==> config.mk <==
export PLATFORM = sky130hd
export DESIGN_NAME = uart_rx_fifo
export DESIGN_NICKNAME = d
export VERILOG_FILES = /design/src/rtl/uart_rx_fifo.sv
export SDC_FILE = /design/constraint.sdc
export NUM_CORES = 1
export LEC_CHECK = 0
export ABC_AREA = 1
export CAP_MARGIN = 20
export CORE_ASPECT_RATIO = 0.8
export CORE_UTILIZATION = 24
export CTS_BUF_LIST = sky130_fd_sc_hd__clkbuf_8
export CTS_CLUSTER_DIAMETER = 60
export DETAILED_ROUTE_END_ITERATION = 7
export PLACE_DENSITY_LB_ADDON = 0.12
export SYNTH_ARGS = -nofsm -noshare
export SYNTH_HDL_FRONTEND = slang
export SYNTH_SLANG_ARGS = --single-unit
==> constraint.sdc <==
create_clock -name clk -period 5.1 [get_ports clk]
set_clock_uncertainty 0.2 [all_clocks]
set_input_delay 1.02 -clock clk [delete_from_list [all_inputs] [get_ports clk]]
set_output_delay 1.02 -clock clk [all_outputs]
set_load 0.02 [all_outputs]
==> src/rtl/uart_rx_fifo.sv <==
// 8N1 UART receiver with programmable baud divider, framing check and a small
// first-word-fall-through receive FIFO with sticky framing/overrun flags.
//
// state   | meaning
// S_IDLE  | line idle, waiting for rxs low with rx_en set
// S_START | timing half a bit to re-check the start bit
// S_DATA  | sampling 8 data bits, LSB first, one per bit period
// S_STOP  | sampling the stop bit; push on 1, framing error on 0
// S_BRK   | framing error seen, waiting for the line to return high
module uart_rx_fifo #(
  parameter int FIFO_DEPTH = 4,
  parameter int LVL_W      = 3
) (
  input  logic             clk,
  input  logic             resetn,
  input  logic [31:0]      cfg_divider,
  input  logic             rx_en,
  input  logic             ser_rx,
  output logic [7:0]       rx_data,
  output logic             rx_valid,
  input  logic             rx_ready,
  output logic [LVL_W-1:0] rx_level,
  output logic             frame_err,
  output logic             overrun,
  input  logic             err_clr
);

  localparam int AW = $clog2(FIFO_DEPTH);

  typedef enum logic [2:0] {S_IDLE, S_START, S_DATA, S_STOP, S_BRK} state_t;

  state_t           state_q, state_d;
  logic             sync1_q, rxs_q;
  logic [31:0]      cnt_q, cnt_d;
  logic [2:0]       bit_q, bit_d;
  logic [7:0]       shift_q, shift_d;
  logic [7:0]       mem_q [FIFO_DEPTH];
  logic [7:0]       mem_d [FIFO_DEPTH];
  logic [LVL_W-1:0] wptr_q, wptr_d, rptr_q, rptr_d;
  logic             frame_err_q, frame_err_d;
  logic             overrun_q, overrun_d;

  logic [31:0]      div_c, half_c;
  logic             tc_c, push_c, ferr_set_c, pop_c, full_c, wr_c, ovr_set_c;
  logic [LVL_W-1:0] level_c;

  assign div_c   = (cfg_divider < 32'd2) ? 32'd2 : cfg_divider;
  assign half_c  = div_c >> 1;
  assign tc_c    = (cnt_q == 32'd0);
  assign level_c = wptr_q - rptr_q;

  // Down-counter always reaches zero, so a divider change mid-frame cannot stall the FSM.
  always_comb begin
    state_d    = state_q;
    cnt_d      = tc_c ? cnt_q : cnt_q - 32'd1;
    bit_d      = bit_q;
    shift_d    = shift_q;
    push_c     = 1'b0;
    ferr_set_c = 1'b0;
    case (state_q)
      S_IDLE: begin
        if (!rxs_q) begin
          state_d = S_START;
          cnt_d   = half_c - 32'd1;
        end
      end
      S_START: begin
        if (tc_c) begin
          if (rxs_q) begin
            state_d = S_IDLE;
          end else begin
            state_d = S_DATA;
            cnt_d   = div_c - 32'd1;
            bit_d   = 3'd0;
          end
        end
      end
      S_DATA: begin
        if (tc_c) begin
          shift_d = {rxs_q, shift_q[7:1]};
          cnt_d   = div_c - 32'd1;
          bit_d   = bit_q + 3'd1;
          if (bit_q == 3'd7) state_d = S_STOP;
        end
      end
      S_STOP: begin
        if (tc_c) begin
          if (rxs_q) begin
            push_c  = 1'b1;
            state_d = S_IDLE;
          end else begin
            ferr_set_c = 1'b1;
            state_d    = S_BRK;
          end
        end
      end
      S_BRK: begin
        if (rxs_q) state_d = S_IDLE;
      end
      default: state_d = S_IDLE;
    endcase
    if (!rx_en) begin
      state_d    = S_IDLE;
      push_c     = 1'b0;
      ferr_set_c = 1'b0;
    end
  end

  assign full_c    = (level_c == LVL_W'(FIFO_DEPTH));
  assign pop_c     = (level_c != '0) && rx_ready;
  assign wr_c      = push_c && (!full_c || pop_c);
  assign ovr_set_c = push_c && full_c && !pop_c;

  always_comb begin
    mem_d  = mem_q;
    wptr_d = wptr_q;
    rptr_d = rptr_q;
    if (wr_c) begin
      mem_d[wptr_q[AW-1:0]] = shift_q;
      wptr_d = wptr_q + 1'b1;
    end
    if (pop_c) rptr_d = rptr_q + 1'b1;
    frame_err_d = (frame_err_q && !err_clr) || ferr_set_c;
    overrun_d   = (overrun_q && !err_clr) || ovr_set_c;
  end

  always_ff @(posedge clk or negedge resetn) begin
    if (!resetn) begin
      sync1_q     <= 1'b1;
      rxs_q       <= 1'b1;
      state_q     <= S_IDLE;
      cnt_q       <= '0;
      bit_q       <= '0;
      shift_q     <= '0;
      wptr_q      <= '0;
      rptr_q      <= '0;
      frame_err_q <= 1'b0;
      overrun_q   <= 1'b0;
      for (int i = 0; i < FIFO_DEPTH; i++) mem_q[i] <= '0;
    end else begin
      sync1_q     <= ser_rx;
      rxs_q       <= sync1_q;
      state_q     <= state_d;
      cnt_q       <= cnt_d;
      bit_q       <= bit_d;
      shift_q     <= shift_d;
      wptr_q      <= wptr_d;
      rptr_q      <= rptr_d;
      frame_err_q <= frame_err_d;
      overrun_q   <= overrun_d;
      mem_q       <= mem_d;
    end
  end

  assign rx_data   = mem_q[rptr_q[AW-1:0]];
  assign rx_valid  = (level_c != '0);
  assign rx_level  = level_c;
  assign frame_err = frame_err_q;
  assign overrun   = overrun_q;

endmodule

==> results of run 1 <==
==> synthesized netlist by cell type (7+ instances only) <==
library cell	n
nor2_1	156
ha_1	13
or2_2	9
nand3_1	110
inv_1	102
o22ai_1	10
nor2_2	11
nand4_1	20
a21oi_1	27
o31ai_1	7
o21ai_0	74
nor3_1	13
xor2_1	32
dfrtp_1	86
nand2_1	245
==> layout make-up <==
class                      instances  area [um^2]  area share, %
sequential                        88         2200           28.0
timing repair buffer              66          621           7.88
clock inverter                     7         71.3          0.906
clock buffer                       9          124           1.57
tap                              364          455           5.78
inverter                         113          425           5.40
multi-input combinational        783         3970           50.5
==> cells by family after synthesis <==
group	Yosys count
and+or+nand+nor	585
AOI/OAI and AO/OA	146
buffers and inverters	127
DFF	88
xor gates and xnor gates	36
adders and majority gates	14
muxes	2
==> metal layers <==
layer | wire length (um) | track usage [%] | share of wire, %
met5 | 0 | 0 | 0
met4 | 282 | 3.87 | 1.1
met3 | 1620 | 3.94 | 6.4
met2 | 10300 | 26.9 | 41
met1 | 13000 | 27.3 | 52
==> sequential cells by signal (all words and copies together) (netlist names) <==
register	flops
cnt_q	32
mem_q	32
shift_q	8
bit_q	3
rptr_q	3
state_q	3
wptr_q	3
frame_err	1
overrun	1
rxs_q	1
sync1_q	1
==> how the worst max path moves through the flow <==
stage	start	to	slack, ns	cells past startpoint
after global placement	cfg_divider[23]	cnt_q[18]	0.47	18
after global routing	cfg_divider[14]	cnt_q[25]	0.53	17
after floorplan	cfg_divider[8]	cnt_q[18]	1.79	17
after detailed placement	cfg_divider[23]	cnt_q[25]	0.47	17
after CTS	rptr_q[0]	rx_valid	0.88	6
final	cfg_divider[23]	cnt_q[25]	0.73	17
==> report_power, final <==
part,total (W),leakage [nW],switching [W],internal [W]
combinational,0.00113,2.43,0.000759,0.000367
clock,0.000501,0.0995,0.000309,0.000192
sequential,0.000986,1.15,0.000159,0.000827
total,0.00261,3.68,0.00123,0.00139
==> through the flow <==
stage          hold WS (ns)  total power [W]  instance area [um^2]  utilization (%)
2_1_floorplan         0.145          0.00173                  6680                -
3_3_place_gp          0.146          0.00213                  7680             28.1
3_5_place_dp          0.152          0.00212                  7680             28.1
4_1_cts               0.168          0.00264                  7870             28.8
5_1_grt               0.175          0.00284                  7870             28.8
6_report              0.166          0.00261                  7870             28.8
==> worst max-delay path: cells and delay by family <==
| family | cells | cell delay [ns] |
|---|---|---|
| adders and majority gates | 1 | 0.29 |
| buffers and inverters | 3 | 1.02 |
| AOI/OAI and AO/OA | 1 | 0.24 |
| and+or+nand+nor | 12 | 1.87 |
==> results.py, run 1 <==
metrics = {
    "sta": {
        "finalHoldViolCount": 0,
        "slew_headroom_pct": 40.5,
        "rsz0062_at_grt": "false",
        "fmax_mhz": 229,
        "period_share_pct": 85.6,
        "setup_tns_ns": 0,
        "period_needed_ns": 4.37,
        "setup_ws_ns": 0.733,
        "worst_slew_pin_slew_ns": 0.892,
        "finalSetupViolations": 0,
        "slew_violations": 0,
    },
    "cts": {
        "path_clk_slew_ns": 0.10,
        "clock_latency_ns": 0.40,
        "numCtsBuffers": 9,
        "hold_buffers": 0,
        "root_buffer": "clkbuf_8",
        "clockBufferDepth": 2,
        "cts.sinks": 88,
        "htree_levels": 3,
        "cts_tree": "yes",
        "post-cts-setup-buffers": 0,
        "cts-resized-gates": 0,
    },
    "synthesis": {
        "ys_seq_area_share_pct": 33.0,
        "async_flop_share_pct": 100,
        "synth_xor_area_share_pct": 4.72,
        "synth_top_family_by_area": "simple AND/OR/NAND/NOR gates",
        "yosysTopAreaCell": "dfrtp_1",
        "synth_top_area_share_pct": 32.2,
        "synth_area_um2": 6680,
        "yosys_warnings": 0,
        "syn_nets": 1050,
        "syn_inst": 998,
        "synth_simple_gate_area_share_pct": 39.2,
        "netlist_top_cells_area": "dfrtp_1 (32%), nand2_1 (14%), nor2_1 (8.8%)",
        "ys_seq_elements": 88,
        "muxShareOfSynthArea_pct": 0.337,
        "synth_ff_type": "dfrtp_1",
        "synth_cell_types": 47,
        "synth_compound_area_share_pct": 12.5,
        "avgSynthCellArea_um2": 6.69,
        "synth_edf_count": 0,
        "synth_fa_ha_area_share_pct": 2.73,
    },
    "critical_path": {
        "cp_slowest_cell": "clkdlybuf4s50_1",
        "end_kind": "register",
        "reg2reg_depth": 9,
        "crit_required_ns": 5.17,
        "path_class": "input pin to register",
        "rr_endpoint": "mem_q[8]",
        "critPathMostFrequentCell": "nand2_1",
        "path_max_fanout": 6,
        "crit_chain": "clkdlybuf4s50_1 > nor2_1 > nand2_1 > nor2_1 > nand2_1 > nor2_1 > nor2_1 > ha_1 > nand2_1 > inv_1 > nand3_1 > inv_1 > nand2_1 > nor3_1 > nand2_1 > o21ai_0 > nand3_1",
        "arrival_ns": 4.43,
        "cp-start-kind": "input pin",
        "critPathMaxStageDelay_ns": 0.59,
        "rrSetupSlack_ns": 1.67,
        "reg2reg_from": "rptr_q[0]",
    },
    "worst_hold_path": {
        "whs_endpoint": "rxs_q",
        "hold_path.class": "register to register",
        "worstHoldStart": "sync1_q",
        "hold_depth": 0,
    },
    "placement": {
        "portBuffers": 51,
        "place_inst": 1414,
        "place_ws_ns": 0.471,
        "gp_congestion": 0.972,
        "hpwl_mm": 19.7,
    },
    "floorplanning": {
        "core_area_um2": 27300,
        "fp.dieH_um": 151,
        "start_util_pct": 24.5,
        "num_rows": 54,
        "design.die.area_um2": 28500,
        "pin_count": 52,
        "die_w_um": 189,
    },
    "job": {
        "cap_violations": 0,
    },
    "final_layout": {
        "antenna-diode-count": 0,
        "num-fill-cells": 3087,
        "finalNetCount": 1113,
        "fin_cells": 1430,
        "final_common_cell": "nand2_1",
        "syn2layout_area_growth_pct": 17.9,
        "layout_common_cells": "nand2_1 (245), nor2_1 (156), nand3_1 (110), inv_1 (102), dfrtp_1 (86)",
        "layout-drive-gt1-share_pct": 7.69,
    },
    "detailed_routing": {
        "wl_per_cell_um": 17.7,
        "drt-total-wl_mm": 25.3,
        "drc": 0,
        "antenna_left": 0,
        "vias_per_cell": 4.80,
        "drtPass1Iterations": 5,
        "drt_iter0_markers": 595,
        "dr_total_vias": 6860,
    },
    "global_routing": {
        "grt_antenna_before_repair": 0,
        "grt_pass1_wl_mm": 39.2,
        "track_usage_pct": 18.4,
        "grt_overflow": 0,
        "grt_max_degree": 65,
        "grt_pass1_vias": 6565,
    },
    "status": {
        "status": "finished clean",
    },
    "power": {
        "cellPowerDensity_nw_per_um2": 332,
        "vdd_ir_drop_max_uv": 158,
        "p_leak_nw": 3.68,
    },
}
Power figures use the tool's default switching activity.
==> run 2: changes to the inputs <==
CTS_CLUSTER_SIZE = 28   (was default)
==> results of run 2 <==
No change in the layout: final DEF, timing and power equal those of run 1.
==> run 3: changes to the inputs <==
CELL_PAD_IN_SITES_DETAIL_PLACEMENT = 1   (was default)
CELL_PAD_IN_SITES_GLOBAL_PLACEMENT = 1   (was default)
RECOVER_POWER = 100   (was default)
==> run 3 against run 2 <==
  * The flow now finishes with violations (max-capacitance violations, max-slew violations)
  * Global-route usage up 1.5 points
  * Die area unchanged
  * Worst hold slack better by 0.0023 ns
  * First-iteration DRC count down 29%
  * Non-clock buffer count unchanged
  * Clock-buffer cell count unchanged
  * Total power down 0.75%
  * Register-to-register slack worse by 1.0 ns
==> results.py, run 3 (same netlist as run 1, synthesis figures left out) <==
metrics = {
    "global_routing": {
        "grt_pass1_wl_mm": 42.4,
        "grt_max_degree": 71,
        "grt_pass1_vias": 7054,
        "track_usage_pct": 19.8,
        "grt_antenna_before_repair": 0,
        "grt_overflow": 0,
    },
    "cts": {
        "cts_tree": "yes",
        "numCtsBuffers": 9,
        "cts-resized-gates": 0,
        "path_clk_slew_ns": 0.09,
        "root_buffer": "clkbuf_8",
        "htree_levels": 3,
        "clockBufferDepth": 2,
        "clock_latency_ns": 0.39,
        "post-cts-setup-buffers": 0,
        "cts.sinks": 88,
        "hold_buffers": 0,
    },
    "final_layout": {
        "antenna-diode-count": 0,
        "layout-drive-gt1-share_pct": 6.19,
        "num-fill-cells": 3473,
        "finalNetCount": 1113,
        "final_common_cell": "nand2_1",
        "syn2layout_area_growth_pct": 16.3,
        "layout_common_cells": "nand2_1 (246), nor2_1 (160), nand3_1 (111), inv_1 (105), dfrtp_1 (86)",
        "top_regs": "cnt_q (32), mem_q (32), shift_q (8)",
    },
    "power": {
        "vdd_ir_drop_max_uv": 144,
        "intPower_w": 0.00137,
        "p_leak_nw": 3.67,
        "p_sw_w": 0.00123,
        "power_frac_comb_pct": 43.9,
        "swShare_pct": 47.3,
        "pwr-share-seq_pct": 38.0,
        "cellPowerDensity_nw_per_um2": 334,
        "power.share.clock_pct": 18.1,
    },
    "sta": {
        "setup_ws_ns": 0.561,
        "period_share_pct": 89.0,
        "slew_violations": 55,
        "period_needed_ns": 4.54,
        "slew_headroom_pct": -75.1,
        "finalSetupViolations": 0,
        "worst_slew_pin_slew_ns": 2.63,
        "rsz0062_at_grt": "false",
        "setup_tns_ns": 0,
        "fmax_mhz": 220,
        "finalHoldViolCount": 0,
    },
    "critical_path": {
        "worstSetupStartpoint": "cfg_divider[14]",
        "crit_required_ns": 5.16,
        "path_max_fanout": 6,
        "reg2reg_from": "cnt_q[0]",
        "end_kind": "register",
        "cp-start-kind": "input pin",
        "arrival_ns": 4.60,
        "path_class": "input pin to register",
    },
    "worst_hold_path": {
        "worstHoldStart": "sync1_q",
        "hold_path.class": "register to register",
    },
    "detailed_routing": {
        "dr_total_vias": 6835,
        "drt-total-wl_mm": 26.7,
        "drc": 0,
        "drtPass1Iterations": 5,
        "drt_iter0_markers": 420,
        "antenna_left": 0,
        "wl_per_cell_um": 18.7,
        "vias_per_cell": 4.78,
    },
    "floorplanning": {
        "fp.dieH_um": 151,
        "core_area_um2": 27300,
        "num_rows": 54,
        "design.die.area_um2": 28500,
        "start_util_pct": 24.5,
        "pin_count": 52,
        "die_w_um": 189,
    },
    "placement": {
        "portBuffers": 51,
        "hpwl_mm": 21.6,
        "place_ws_ns": 0.380,
        "gp_congestion": 0.877,
    },
    "status": {
        "status": "finished with violations",
        "failed_checks": "max-capacitance violations, max-slew violations",
    },
    "job": {
        "cap_violations": 1,
    },
}
## run 3: changes by cell type in the layout (fill, tap and decap cells not counted), moves of 3 or more
cell	previous run	this run
buf_4	16	11
inv_2	6	3
inv_1	102	105
clkdlybuf4s50_1	50	34
clkbuf_1	0	4
dlygate4sd3_1	0	16
nor2_1	156	160
## run 3: per-layer routing
metal / GRT usage (%) / vias to the layer above / wire [um]
met5: 0 / - / 0
met2: 28.4 / 107 / 10700
met4: 2.86 / 0 / 187
li1: - / 3405 / -
met1: 30.6 / 3308 / 14700
met3: 3.96 / 15 / 1100
## run 3: area by class of cell
cell class                      instances  area [um^2]  area share, %
Clock buffer                            9          124           1.59
Clock inverter                          7         47.5          0.612
Inverter                              113          425           5.48
Multi-Input combinational cell        783         3900           50.2
Sequential cell                        88         2200           28.4
Tap cell                              364          455           5.86
Timing Repair Buffer                   66          611           7.86
## run 3: worst paths after layout
| kind | end | slack, ns | cells past startpoint |
|---|---|---|---|
| max | cnt_q[18] | 0.56 | 18 |
| min | rxs_q | 0.17 | 0 |
| max reg2reg | mem_q[8] | 0.65 | 12 |
| min reg2reg | rxs_q | 0.17 | 0 |
| max in group asynchronous | cnt_q[26] | 0.99 | 2 |
| min in group asynchronous | cnt_q[9] | 0.56 | 1 |
## run 3: critical path, cell delays in order
cell,delay [ns]
dlygate4sd3_1,0.61
nor2_1,0.25
nand2_1,0.16
nor2_1,0.25
nand2_1,0.08
nor2_1,0.24
nor2_1,0.16
ha_1,0.26
nand2_1,0.17
inv_1,0.10
nand3_1,0.25
inv_1,0.22
nand2_1,0.22
nor2_1,0.10
xor2_1,0.15
nor2_1,0.05
a21oi_1,0.17
o21ai_0,0.11
## run 3: power by group through the flow
stage,registers [W],clock network (W),logic (W)
after floorplan,0.000944,0,0.000789
after global placement,0.000998,0,0.00116
after detailed placement,0.000997,0,0.00117
after CTS,0.000986,0.000493,0.00117
after global routing,0.00101,0.000519,0.00129
final,0.000986,0.000469,0.00114
## run 3: stage by stage
| stage | hold slack (ns) | total power [W] | std cells | utilization [%] | instance area (um^2) |
|---|---|---|---|---|---|
| after floorplan | 0.145 | 0.00173 | 998 | - | 6680 |
| after global placement | 0.157 | 0.00216 | 1413 | 28.1 | 7670 |
| after detailed placement | 0.156 | 0.00216 | 1413 | 28.1 | 7670 |
| after CTS | 0.173 | 0.00265 | 1429 | 28.7 | 7840 |
| after global routing | 0.176 | 0.00282 | 1430 | 28.5 | 7770 |
| final | 0.168 | 0.00259 | 1430 | 28.5 | 7770 |
